$ cat src/rtl/param_input_regs.sv
// Parameter input stage for the DDS synthesizer.
// The host writes into a shadow register set. On COMMIT the shadow set is
// validated and copied atomically to the active set once the generator is
// idle, and a one-cycle start pulse follows. The generator reads the active
// period table through a registered, indexed read port.
module param_input_regs #(
  parameter int N_PERIODS   = 32,
  parameter int ADDR_W      = 6,
  parameter int F_CARRIER_W = 32,
  parameter int T_IMP_W     = 10,
  parameter int NUM_IMP_W   = 6,
  parameter int T_PERIOD_W  = 13,
  parameter int DEV_W       = 22,
  parameter int IDX_W       = 5
) (
  input  logic                   CLK,
  input  logic                   RESET,
  input  logic                   WR_EN,
  input  logic [ADDR_W-1:0]      WR_ADDR,
  input  logic [31:0]            WR_DATA,
  input  logic                   COMMIT,
  input  logic                   GEN_BUSY,
  input  logic [IDX_W-1:0]       PERIOD_IDX,
  output logic                   SIGN_START_GEN,
  output logic [1:0]             SIGNAL_TYPE,
  output logic [F_CARRIER_W-1:0] F_CARRIER,
  output logic [T_IMP_W-1:0]     T_IMPULSE,
  output logic [NUM_IMP_W-1:0]   NUM_OF_IMP,
  output logic                   VOBULATION,
  output logic [DEV_W-1:0]       DEVIATION,
  output logic [T_PERIOD_W-1:0]  T_PERIOD,
  output logic                   CFG_VALID,
  output logic                   PENDING,
  output logic                   ERR
);

  // Register map
  localparam logic [ADDR_W-1:0] A_CTRL = ADDR_W'(0);
  localparam logic [ADDR_W-1:0] A_FCAR = ADDR_W'(1);
  localparam logic [ADDR_W-1:0] A_TIMP = ADDR_W'(2);
  localparam logic [ADDR_W-1:0] A_NIMP = ADDR_W'(3);
  localparam logic [ADDR_W-1:0] A_DEV  = ADDR_W'(4);
  // Period table window [TAB_LO, TAB_HI), one extra bit so TAB_HI can reach 2^ADDR_W
  localparam logic [ADDR_W:0]   TAB_LO = (ADDR_W+1)'(16);
  localparam logic [ADDR_W:0]   TAB_HI = (ADDR_W+1)'(16 + N_PERIODS);

  typedef enum logic [1:0] {
    S_IDLE  = 2'd0,
    S_ARM   = 2'd1,
    S_START = 2'd2
  } state_t;

  state_t state_q, state_d;

  // Shadow set (host side)
  logic [1:0]             sig_type_sh_q;
  logic                   vob_sh_q;
  logic [F_CARRIER_W-1:0] f_car_sh_q;
  logic [T_IMP_W-1:0]     t_imp_sh_q;
  logic [NUM_IMP_W-1:0]   num_imp_sh_q;
  logic [DEV_W-1:0]       dev_sh_q;

  // Active set (generator side)
  logic [1:0]             sig_type_act_q;
  logic                   vob_act_q;
  logic [F_CARRIER_W-1:0] f_car_act_q;
  logic [T_IMP_W-1:0]     t_imp_act_q;
  logic [NUM_IMP_W-1:0]   num_imp_act_q;
  logic [DEV_W-1:0]       dev_act_q;

  logic [T_PERIOD_W-1:0]  per_act [N_PERIODS];

  logic                   cfg_valid_q;
  logic                   pending_q, pending_d;
  logic                   err_q, err_d;
  logic [T_PERIOD_W-1:0]  t_period_q, t_period_d;
  logic [IDX_W-1:0]       rd_sel;

  logic                   transfer;
  logic                   cfg_ok;
  logic                   load_en;
  logic                   val_err;
  logic                   addr_mapped;
  logic                   wr_unmapped;
  logic [ADDR_W:0]        addr_ext;

  // Address decode: scalar fields at 0..4, period table window above 16
  assign addr_ext    = {1'b0, WR_ADDR};
  assign addr_mapped = (WR_ADDR <= A_DEV) || ((addr_ext >= TAB_LO) && (addr_ext < TAB_HI));
  assign wr_unmapped = WR_EN && !addr_mapped;

  // A zero impulse length or impulse count would stall the generator, so reject it
  assign cfg_ok   = (num_imp_sh_q != '0) && (t_imp_sh_q != '0);
  assign transfer = (COMMIT || pending_q) && !GEN_BUSY && (state_q == S_IDLE);

  // Host writes into the scalar shadow fields
  always_ff @(posedge CLK or posedge RESET) begin
    if (RESET) begin
      sig_type_sh_q <= '0;
      vob_sh_q      <= 1'b0;
      f_car_sh_q    <= '0;
      t_imp_sh_q    <= '0;
      num_imp_sh_q  <= '0;
      dev_sh_q      <= '0;
    end else if (WR_EN) begin
      case (WR_ADDR)
        A_CTRL: begin
          sig_type_sh_q <= WR_DATA[1:0];
          vob_sh_q      <= WR_DATA[2];
        end
        A_FCAR:  f_car_sh_q   <= WR_DATA[F_CARRIER_W-1:0];
        A_TIMP:  t_imp_sh_q   <= WR_DATA[T_IMP_W-1:0];
        A_NIMP:  num_imp_sh_q <= WR_DATA[NUM_IMP_W-1:0];
        A_DEV:   dev_sh_q     <= WR_DATA[DEV_W-1:0];
        default: ;
      endcase
    end
  end

  // Atomic copy of the scalar shadow fields into the active set
  always_ff @(posedge CLK or posedge RESET) begin
    if (RESET) begin
      sig_type_act_q <= '0;
      vob_act_q      <= 1'b0;
      f_car_act_q    <= '0;
      t_imp_act_q    <= '0;
      num_imp_act_q  <= '0;
      dev_act_q      <= '0;
    end else if (load_en) begin
      sig_type_act_q <= sig_type_sh_q;
      vob_act_q      <= vob_sh_q;
      f_car_act_q    <= f_car_sh_q;
      t_imp_act_q    <= t_imp_sh_q;
      num_imp_act_q  <= num_imp_sh_q;
      dev_act_q      <= dev_sh_q;
    end
  end

  // Period table: one shadow and one active entry per slot
  genvar gi;
  generate
    for (gi = 0; gi < N_PERIODS; gi++) begin : g_tab
      localparam logic [ADDR_W-1:0] ENTRY_ADDR = ADDR_W'(16 + gi);
      logic [T_PERIOD_W-1:0] sh_q;
      logic [T_PERIOD_W-1:0] act_q;

      // Host write to this table slot
      always_ff @(posedge CLK or posedge RESET) begin
        if (RESET) begin
          sh_q <= '0;
        end else if (WR_EN && (WR_ADDR == ENTRY_ADDR)) begin
          sh_q <= WR_DATA[T_PERIOD_W-1:0];
        end
      end

      // Copy this slot into the active table on an accepted transfer
      always_ff @(posedge CLK or posedge RESET) begin
        if (RESET) begin
          act_q <= '0;
        end else if (load_en) begin
          act_q <= sh_q;
        end
      end

      assign per_act[gi] = act_q;
    end
  endgenerate

  // Transfer FSM next state, pending flag and load/validation decisions
  always_comb begin
    state_d   = state_q;
    pending_d = pending_q;
    load_en   = 1'b0;
    val_err   = 1'b0;
    case (state_q)
      S_IDLE: begin
        if (transfer) begin
          pending_d = 1'b0;
          if (cfg_ok) begin
            load_en = 1'b1;
            state_d = S_ARM;
          end else begin
            val_err = 1'b1;
          end
        end else if (COMMIT) begin
          pending_d = 1'b1;
        end
      end
      S_ARM: begin
        state_d = S_START;
        if (COMMIT) pending_d = 1'b1;
      end
      S_START: begin
        state_d = S_IDLE;
        if (COMMIT) pending_d = 1'b1;
      end
      default: state_d = S_IDLE;
    endcase
  end

  // Both error sources merge into a single next-cycle pulse
  always_comb begin
    err_d = wr_unmapped || val_err;
  end

  // FSM state, pending, error and config-valid registers
  always_ff @(posedge CLK or posedge RESET) begin
    if (RESET) begin
      state_q     <= S_IDLE;
      pending_q   <= 1'b0;
      err_q       <= 1'b0;
      cfg_valid_q <= 1'b0;
    end else begin
      state_q   <= state_d;
      pending_q <= pending_d;
      err_q     <= err_d;
      if (load_en) cfg_valid_q <= 1'b1;
    end
  end

  // Period read mux: entry 0 without vobulation, out-of-range index reads 0
  always_comb begin
    rd_sel     = vob_act_q ? PERIOD_IDX : '0;
    t_period_d = '0;
    for (int i = 0; i < N_PERIODS; i++) begin
      if (rd_sel == IDX_W'(i)) t_period_d = per_act[i];
    end
  end

  // Registered period read data
  always_ff @(posedge CLK or posedge RESET) begin
    if (RESET) begin
      t_period_q <= '0;
    end else begin
      t_period_q <= t_period_d;
    end
  end

  assign SIGN_START_GEN = (state_q == S_START);
  assign SIGNAL_TYPE    = sig_type_act_q;
  assign F_CARRIER      = f_car_act_q;
  assign T_IMPULSE      = t_imp_act_q;
  assign NUM_OF_IMP     = num_imp_act_q;
  assign VOBULATION     = vob_act_q;
  assign DEVIATION      = dev_act_q;
  assign T_PERIOD       = t_period_q;
  assign CFG_VALID      = cfg_valid_q;
  assign PENDING        = pending_q;
  assign ERR            = err_q;

endmodule
$ cat config.mk
export PLATFORM = sky130hd
export DESIGN_NAME = param_input_regs
export DESIGN_NICKNAME = d
export VERILOG_FILES = /design/src/rtl/param_input_regs.sv
export SDC_FILE = /design/constraint.sdc
export NUM_CORES = 2
export LEC_CHECK = 0
export CAP_MARGIN = 5
export CORE_ASPECT_RATIO = 0.7
export CORE_MARGIN = 3
export CORE_UTILIZATION = 25
export DETAILED_ROUTE_END_ITERATION = 8
export HOLD_SLACK_MARGIN = 0.12
export PLACE_DENSITY_LB_ADDON = 0.25
export SLEW_MARGIN = 20
export SYNTH_ARGS = -nofsm -noshare
export SYNTH_HDL_FRONTEND = slang
export SYNTH_SLANG_ARGS = --single-unit
$ cat constraint.sdc
create_clock -name CLK -period 63.6 [get_ports CLK]
set_input_delay 9.54 -clock CLK [delete_from_list [all_inputs] [get_ports CLK]]
set_output_delay 9.54 -clock CLK [all_outputs]
set_load 0.01 [all_outputs]
* Word-level counts from Yosys, hierarchy flattened
Cells that the tools add are included.
** Word-level totals
- Flip-flop bits (word level) :: 996
- Input port bits :: 48
- Word-level logic and storage cells :: 255
- Output and inout bits :: 90
** Cells by class
- Reductions and logical operators :: 55
- Mux-type cells :: 45
- Equal/unequal tests :: 71
- Magnitude comparators :: 3
** Operator list (number)
- 13-bit two-way mux :: 32
- 6-bit by 5-bit == test with 1-bit output (second input constant) :: 16
- 6-bit == test (second input constant) :: 16
- 5-bit == test (second input constant) :: 16
- 5-bit by 4-bit == test with 1-bit output (second input constant) :: 8
- 1-bit logical AND :: 37
- 5-bit by 3-bit == test with 1-bit output (second input constant) :: 4
- 6-bit by 2-bit == test with 1-bit output (second input constant) :: 2
- 2-bit AND reduction :: 6
- 5-bit by 2-bit == test with 1-bit output (second input constant) :: 2
- 10-bit nonzero test :: 1
- 1-bit two-way mux :: 8
- 6-bit by 1-bit == test with 1-bit output (second input constant) :: 1
- 6-bit by 3-bit == test with 1-bit output (second input constant) :: 1
- 6-bit by 5-bit greater-or-equal comparator with 1-bit output (second input constant) :: 1
- 6-bit by 3-bit <= comparator with 1-bit output (second input constant) :: 1
- 6-bit logical NOT :: 1
- 6-bit less-than comparator (second input constant) :: 1
- 6-bit nonzero test :: 1
- 5-bit by 1-bit == test with 1-bit output (second input constant) :: 1
- 5-bit logical NOT :: 1
- 5-bit two-way mux :: 1
- 2-bit two-way mux :: 2
- 2-bit inequality test (second input constant) :: 2
- 9 further kinds :: 12

* Logic depth before layout (Yosys ltp)
- Depth after elaboration :: 34
- Mapped depth :: 11
- Depth with buffers taken out :: 7

* Least setup slack after synthesis
No wires, ideal clock.
- Kind :: input port to flip-flop
- Start point :: input port PERIOD_IDX[1]
- End point :: register t_period_q[2] (netlist: T_PERIOD[2])
- Buffers on the path :: 3
- Data required time :: 63.461 ns
- Library setup time :: 0.139 ns
- Stages on the path :: 10
- Data arrival time :: 11.187 ns
- Path slack :: 52.274 ns
- Path through :: buf_2 > buf_6 > and4b_4 > buf_2 > a22oi_1 > a21oi_1 > a2111oi_2 > nand3_1 > o311ai_1 > nand4b_1
** Between the ends
- Longest elaborated chain between the ends :: 34
- Elaborated cells on any way between the ends :: 65
- Classes of those cells :: eq/ne (31); mux (33); reduce/logical (1)
** RTL lines
- from (decl) :: line 23 : input logic [IDX_W-1:0] PERIOD_IDX,
- 5-bit two-way mux * :: line 223 : rd_sel = vob_act_q ? PERIOD_IDX : '0;
- 5-bit logical NOT :: line 226 : if (rd_sel == IDX_W'(i)) t_period_d = per_act[i];
- 13-bit two-way mux (31 in a row) :: line 226
- 13-bit two-way mux * :: line 226
- named net t_period_d[2] :: line 76 : logic [T_PERIOD_W-1:0] t_period_q, t_period_d;
- to (signal assigned) :: line 235 : t_period_q <= t_period_d;
- to (decl) :: line 76
The timed path passes the listed nets; every way through them passes the cells marked *.
A chain may end at the register's enable or synchronous reset.

* Worst setup path after layout
- Start point :: input port COMMIT
- End point :: register g_tab[23].act_q[12]
** Between the ends
- Longest elaborated chain between the ends :: 5
** RTL lines
- from (decl) :: line 21 : input logic COMMIT,
- 1-bit logical OR :: line 94 : assign transfer = (COMMIT || pending_q) && !GEN_BUSY && (state_q == S_IDLE);
- 1-bit logical AND (2 in a row) :: line 94
- 1-bit two-way mux :: line 177 : if (transfer) begin
- 1-bit two-way mux :: line 175 : case (state_q)
- to (signal assigned) :: line 161 : act_q <= sh_q;
- to (decl) :: line 145 : logic [T_PERIOD_W-1:0] act_q;
Every way passes these cells.

==> results.md <==
GRT:
- The aggregate global routing overflow is 0.
- The number of global-route vias before repair was 25,600.
- Entering global routing, the biggest net connects 155 pins.
- The total global routing track utilization is 0.157.
- The first global-routing pass estimated 196,000 um of wire.
- The number of antenna violations at the first check in global routing came to 10.

Clocking:
- The clock network latency to the later pin of the worst-skew pair is 740 ps.
- The CTS tree is built.
- The number of resized instances in the post-cts repair step is 0.
- The maximum clock insertion buffer count is 3.
- In this run, post-CTS hold repair placed 0 buffers.
- The number of H-tree branching levels is 3.
- The number of clock sinks seen by CTS is 996.
- Clock-pin slew was measured on the worst setup and hold paths at 60 ps.
- After clock tree synthesis, the setup repair step added 0 buffers.
- The root buffer cell chosen for the clock tree is sky130_fd_sc_hd__clkbuf_16.
- The number of buffers inserted during clock tree synthesis is 97.

Worst setup path:
- The number of buffers and inverters on the critical path is 4.
- The delay of the slowest cell on the worst path is 790 ps.
- The classification of the worst setup path is input port to flop.
- STA classifies the critical path startpoint as an input port.
- The worst setup path is captured at a flop.
- The cell type with the highest occurrence count on the critical path is sky130_fd_sc_hd__buf_4.
- Walking the worst path, the cells encountered are clkdlybuf4s50_1, nor2_1, nor3_1, nand2_4, buf_12, buf_4, buf_4, mux2_2.
- For this design, the slowest cell found on the critical path is sky130_fd_sc_hd__buf_4.
- The dominant delay contributor by cell family on the critical path is buffers and inverters.
- At the worst endpoint, the arrival time is 13,490 ps.
- In this run the worst path has a maximum fanout of 135.
- The required time of the worst setup path is 64,210 ps.

Finish:
- The filler cell count in the final layout is 16,400.
- The final layout contains 3,030 nets.
- The synthesis-to-finish area growth is 17.9%.
- After routing the design area is 48,600 um^2.
- The library cell used most frequently in the layout, excluding fill and tap cells, is sky130_fd_sc_hd__dfrtp_1.
- The share of the core filled with cells is 0.299.
- Of the cells placed in the final design, the portion with a size suffix greater than 1 is 0.392.
- Leaving out fill and tap cells, the most frequent cells in the layout are sky130_fd_sc_hd__dfrtp_1 (996), sky130_fd_sc_hd__mux2_2 (881), sky130_fd_sc_hd__clkdlybuf4s50_1 (123), sky130_fd_sc_hd__mux2_1 (99), sky130_fd_sc_hd__clkbuf_16 (97).
- Summing all flip-flop and latch instances after layout gives 24,900 um^2.
- The area of the multi-input gates is 15,300 um^2.

Floorplanning:
- The overall die area is 170,000 um^2.
- The height of the die is 346 um.
- The initial utilization of the core area, before any placement, comes to 0.254.
- The row count is 123.
- The die outline width is 491 um.
- In this run the standard cell core region covers 162,000 um^2.
- The number of top-level pins is 138.

Outcome:
- The run finished with clean final reports.

Logic synthesis:
- The dominant synthesized flop cell is sky130_fd_sc_hd__dfrtp_1.
- After synthesis, the mean cell area works out to 14.5 um^2.
- The number of flops mapped to enable cells by yosys is 0.
- The net count after synthesis is 2,892.
- The synthesized netlist occupies a cell area of 41,200 um^2.
- The post-synthesis cell type count is 83.
- During synthesis, Yosys emitted a total of 0 warnings.
- The number of instances in the synthesized netlist is 2,837.
- In the synthesized netlist the async set-or-reset flop fraction comes to 1.00.
- The portion of the post-synthesis area used by sequential elements is 0.605.
- The synthesized design contains 996 register bits.

Place:
- At the end of routability-driven placement, the weighted congestion stood at 0.895.
- The detailed placer's ending HPWL is 89,000 um.
- Port buffering added 137 buffers.
- The instance area after placement is 45,000 um^2.

Detailed routing:
- The first detailed-routing pass ran for 6 iterations.
- The via count is 25,400.
- In the routed design, unresolved DRC markers number 0.
- The total wire length is 135,000 um.
- Dividing the detail-routed via count by the number of cells gives 4.84.
- After detailed routing, the average wire length per cell comes to 25.8 um.
- The remaining antenna violation count after routing is 0.
- The count of routing violations after the opening detailed-route iteration is 2,192.

Timing:
- The slew of the pin with the lowest slew margin is 1090 ps.
- The post-route minimum period is 12,880 ps.
- Setup repair after global routing left no endpoint under its margin.
- In the finished design, the share of the clock period the worst path needs comes to 0.203.
- The hold violation count in the final report is 0.
- Derived from the worst setup path, the maximum achievable clock frequency is 0.0776 GHz.
- Setup violations remaining at the end of the flow were counted as 0.
- The total count of max-transition violations in the final report came to 0.
- The worst pin sits at a relative slew slack of 0.272.
- The accumulated negative setup slack is 0 ps.
- The clock arrives with 51.1 ps of skew.

Hold path:
- The worst hold path class is flop to flop.

Power:
- The total power after layout is 1.98 mW.
- The largest voltage drop on the vdd net is 24.8 uV.
- For this design the static power due to leakage is 22.6 nW.
- For this design the ratio of total power to cell area is 40.7 nW/um^2.

Run:
- The count of max-cap constraint violations is 0.
-- registers in the layout (all words and copies together) (netlist names), 2 cells and up --
name / count
g_tab.act_q: 416
g_tab.sh_q: 416
F_CARRIER: 32
f_car_sh_q: 32
DEVIATION: 22
dev_sh_q: 22
T_PERIOD: 13
T_IMPULSE: 10
t_imp_sh_q: 10
NUM_OF_IMP: 6
num_imp_sh_q: 6
SIGNAL_TYPE: 2
sig_type_sh_q: 2
state_q: 2
-- layer usage --
metal	routed length, um	GRT usage	up-vias	part of all wire
met5	0	0	-	0
met4	2520	0.0321	0	0.019
met3	9730	0.0295	155	0.072
met2	54600	0.214	823	0.40
met1	68500	0.252	13700	0.51
li1	-	-	10700	-
-- power breakdown --
group	internal, mW	switching (mW)	leakage, nW
Sequential	0.815	0.148	13.3
Clock	0.357	0.268	1.73
Combinational	0.217	0.174	7.55
Total	1.39	0.590	22.6
-- Yosys cell counts, types with 7 or more instances --
cell type,count,share of area
sky130_fd_sc_hd__a221oi_1,20,0.0043
sky130_fd_sc_hd__nor4_1,7,0.0011
sky130_fd_sc_hd__a21oi_1,34,0.0041
sky130_fd_sc_hd__buf_6,13,0.0036
sky130_fd_sc_hd__ha_1,7,0.0021
sky130_fd_sc_hd__a2111oi_0,11,0.0023
sky130_fd_sc_hd__inv_1,8,0.00073
sky130_fd_sc_hd__a22o_1,13,0.0028
sky130_fd_sc_hd__nand2b_1,11,0.0017
sky130_fd_sc_hd__buf_1,22,0.0020
sky130_fd_sc_hd__o21ai_1,7,0.00085
sky130_fd_sc_hd__o32ai_1,7,0.0015
sky130_fd_sc_hd__mux2_2,881,0.24
sky130_fd_sc_hd__and3_1,19,0.0029
sky130_fd_sc_hd__nand4_1,7,0.0011
sky130_fd_sc_hd__o221ai_1,13,0.0028
sky130_fd_sc_hd__nor2b_1,11,0.0017
sky130_fd_sc_hd__a31oi_1,8,0.0012
sky130_fd_sc_hd__nor3_1,24,0.0029
sky130_fd_sc_hd__mux2_1,99,0.027
sky130_fd_sc_hd__nand3_1,33,0.0040
sky130_fd_sc_hd__nor2_4,7,0.0019
sky130_fd_sc_hd__a22oi_1,56,0.010
sky130_fd_sc_hd__a211oi_1,9,0.0016
sky130_fd_sc_hd__nor2_1,96,0.0087
sky130_fd_sc_hd__clkbuf_1,67,0.0061
sky130_fd_sc_hd__dfrtp_1,996,0.60
sky130_fd_sc_hd__nand2_1,75,0.0068
sky130_fd_sc_hd__o21ai_0,41,0.0050
sky130_fd_sc_hd__buf_4,36,0.0066
sky130_fd_sc_hd__buf_2,48,0.0058
sky130_fd_sc_hd__o22ai_1,38,0.0058
-- through the flow --
stage                     instances  setup WS (ps)  hold WS (ps)
after floorplan                2837          26040           452
after global placement         5062          49860           449
after detailed placement       5062          49890           453
after CTS                      5242          50640           456
after global routing           5243          50500           470
final                          5248          50720           449
-- final cells by class --
class / instances / share of cell area
diodes: 5 / 0.000258
clock buffers: 148 / 0.0615
clock inverters: 32 / 0.0107
inverters: 9 / 0.000850
multi-input cells: 1646 / 0.316
flip-flops and latches: 996 / 0.513
well taps: 2187 / 0.0563
repair buffers: 225 / 0.0415
-- worst register-to-register path, delay by kind of cell (launching register included) --
family / cells / cell delay [ps]
buffers and inverters: 3 / 2270
and+or+nand+nor: 3 / 1270
muxes: 1 / 450
DFF: 1 / 400
AOI/OAI and AO/OA: 1 / 300
-- path summary, 6_finish.rpt --
path	start	to	slack (ps)	cells after the start
setup / recovery	COMMIT	g_tab[23].act_q[12]$_DFFE_PP0P_	50720	8
hold / removal	g_tab[16].sh_q[2]$_DFFE_PP0P_	g_tab[16].act_q[2]$_DFFE_PP0P_	450	1
setup reg to reg	num_imp_sh_q[1]$_DFFE_PP0P_	g_tab[23].act_q[12]$_DFFE_PP0P_	58800	8
hold reg to reg	g_tab[16].sh_q[2]$_DFFE_PP0P_	g_tab[16].act_q[2]$_DFFE_PP0P_	450	1
max in group asynchronous	RESET	g_tab[0].act_q[12]$_DFFE_PP0P_	51130	6
min in group asynchronous	RESET	F_CARRIER[0]$_DFFE_PP0P_	9370	2
-- cells by family after synthesis --
kind of cell               Yosys count  synth area share
AOI/OAI and AO/OA                  321            0.0567
adders and majority gates            7           0.00213
buffers and inverters              195            0.0249
DFF                                996             0.605
and+or+nand+nor                    336            0.0432
muxes                              982             0.268
(Power assumes the default switching activity.)
==> RTL edit, RTL diff (config.mk and constraints unchanged) <==
`N_PERIODS`: 32 -> 16.
--- a/src/rtl/param_input_regs.sv
+++ b/src/rtl/param_input_regs.sv
@@ -6,3 +6,3 @@
 module param_input_regs #(
-  parameter int N_PERIODS   = 32,
+  parameter int N_PERIODS   = 16,
   parameter int ADDR_W      = 6,
Function: changed (a bounded check fails within 4 cycles, from zero or initial values and one cycle with RESET high).
==> RTL edit against the unedited design <==
- critical path depth decreased by 2
- final cell count decreased by 43%
- sequential power decreased by 44%
- power decreased by 42%
- wire length decreased by 50%
- via count decreased by 45%
- sequential share of layout area increased by 0.36 points
- cell area decreased by 42%
- synthesized cell count decreased by 44%
- critical endpoint is now g_tab[6].sh_q[3]$_DFFE_PP0P_
- largest power group unchanged
- synthesized area decreased by 43%
- setup slack got worse by 0.44 ns
- worst hold slack improved by 0.026 ns
- sequential cell count decreased by 416
==> RTL edit: results (changes against the unedited design) <==
Post-synthesis sequential area ratio - 61.4% (+0.90 points)
Dpl hpwl - 43500 µm (-51%)
Dpl cells - 2890 (-43%)
Multi-input logic area - 8540 µm² (-44%)
Vias in the first global route - 14766 (-42%)
Commonest cells post-synth - dfrtp_1, mux2_2, clkbuf_1, nor2_1, nand3_1
First-pass GRT wire length - 101000 µm (-48%)
Syn_area_per_cell - 14.9 µm² (+2.3%)
Signal buf overhead - 5.62% (+1.5 points)
Status - completed
Wirelength per Cell - 22.5 µm (-13%)
Final wirelength - 67300 µm (-50%)
Switching Power - 0.000321 W (-46%)
Crit path max fanout - 173 (+28%)
Sequential cells - 580 (-42%)
Top flop regs - g_tab.act_q: 208 flops, g_tab.sh_q: 208 flops
Layout cells sized above 1 - 38.2% (-1.0 points)
RePlAce Congestion - 0.799 (-11%)
R2R Path Start - t_imp_sh_q[5]$_DFFE_PP0P_
Drt pass-1 iters - 7 (+1)
Initial DRC Count - 887 (-60%)
Final nets - 1766 (-42%)
Clock buffer cells - 86 (-42%)
Vias per cell - 4.66 (-3.7%)
Inserted Diodes - 3 (-2)
Top cells by area, synth - dfrtp_1, mux2_2, buf_6
Clock skew - 0.0251 ns (-0.0260 ns)
-- RTL edit: cell types whose count changed in the layout (fill, tap and decap cells not counted), sizes merged, moves of 13 or more --
| cell | before | now |
|---|---|---|
| o21ai | 48 | 18 |
| dfrtp | 996 | 580 |
| nand2 | 78 | 35 |
| a21oi | 34 | 9 |
| mux2 | 980 | 562 |
| clkbuf | 148 | 86 |
| clkinv | 22 | 8 |
| nor2 | 107 | 37 |
| buf | 102 | 35 |
| o221ai | 14 | 0 |
| a22oi | 56 | 12 |
| o22ai | 38 | 25 |
-- RTL edit: power by group through the flow --
stage,Sequential (W),Combinational (W),Clock [W]
finish,0.000541,0.000264,0.000342
global route,0.000555,0.000285,0.000368
floorplan,0.000535,0.000168,0
CTS,0.000542,0.000270,0.000354
global placement,0.000544,0.000262,0
detailed placement,0.000549,0.000269,0
-- RTL edit: worst max-delay path, cell delays in order --
cell	delay [ns]
clkdlybuf4s50_1	0.52
inv_8	0.52
buf_4	0.83
buf_12	0.65
buf_6	0.67
buf_4	0.82
-- RTL edit: cells by family (layout without fill, tap and decap cells) --
group                      Yosys count  count (layout)  share of synthesized area (%)
muxes                              562             562                           26.8
and+or+nand+nor                    193             193                           4.39
AOI/OAI and AO/OA                  142             142                           4.44
buffers and inverters              110             272                           2.77
DFF                                580             580                           61.4
xor gates and xnor gates             1               1                         0.0370
other                                0               3                              0
adders and majority gates            4               4                          0.212
-- RTL edit: final timing paths --
path / slack, ns / end / cells after the start
setup / recovery: 50.28 / g_tab[6].sh_q[3]$_DFFE_PP0P_ / 6
hold / removal: 0.47 / CFG_VALID$_DFFE_PP0P_ / 1
setup reg to reg: 59.80 / g_tab[6].act_q[3]$_DFFE_PP0P_ / 6
hold reg to reg: 0.47 / CFG_VALID$_DFFE_PP0P_ / 1
max in group CLK: 50.87 / T_PERIOD[1]$_DFF_PP0_ / 6
min in group asynchronous: 9.50 / f_car_sh_q[12]$_DFFE_PP0P_ / 2
-- RTL edit: through the flow --
stage / power, W / cell area [µm²] / setup WS (ns)
floorplan: 0.000703 / 23600 / 37.83
global placement: 0.000807 / 26200 / 49.24
detailed placement: 0.000818 / 26200 / 49.06
CTS: 0.00117 / 28100 / 49.74
global route: 0.00121 / 28100 / 49.58
finish: 0.00115 / 28100 / 50.28
-- RTL edit: routing by layer --
layer / vias up / GRT usage, % / part of all wire, %
li1: 6054 / - / -
met1: 7539 / 20.9 / 51
met2: 284 / 19.9 / 43
met3: 73 / 2.34 / 4.3
met4: 0 / 3.00 / 1.6
met5: - / 0 / 0
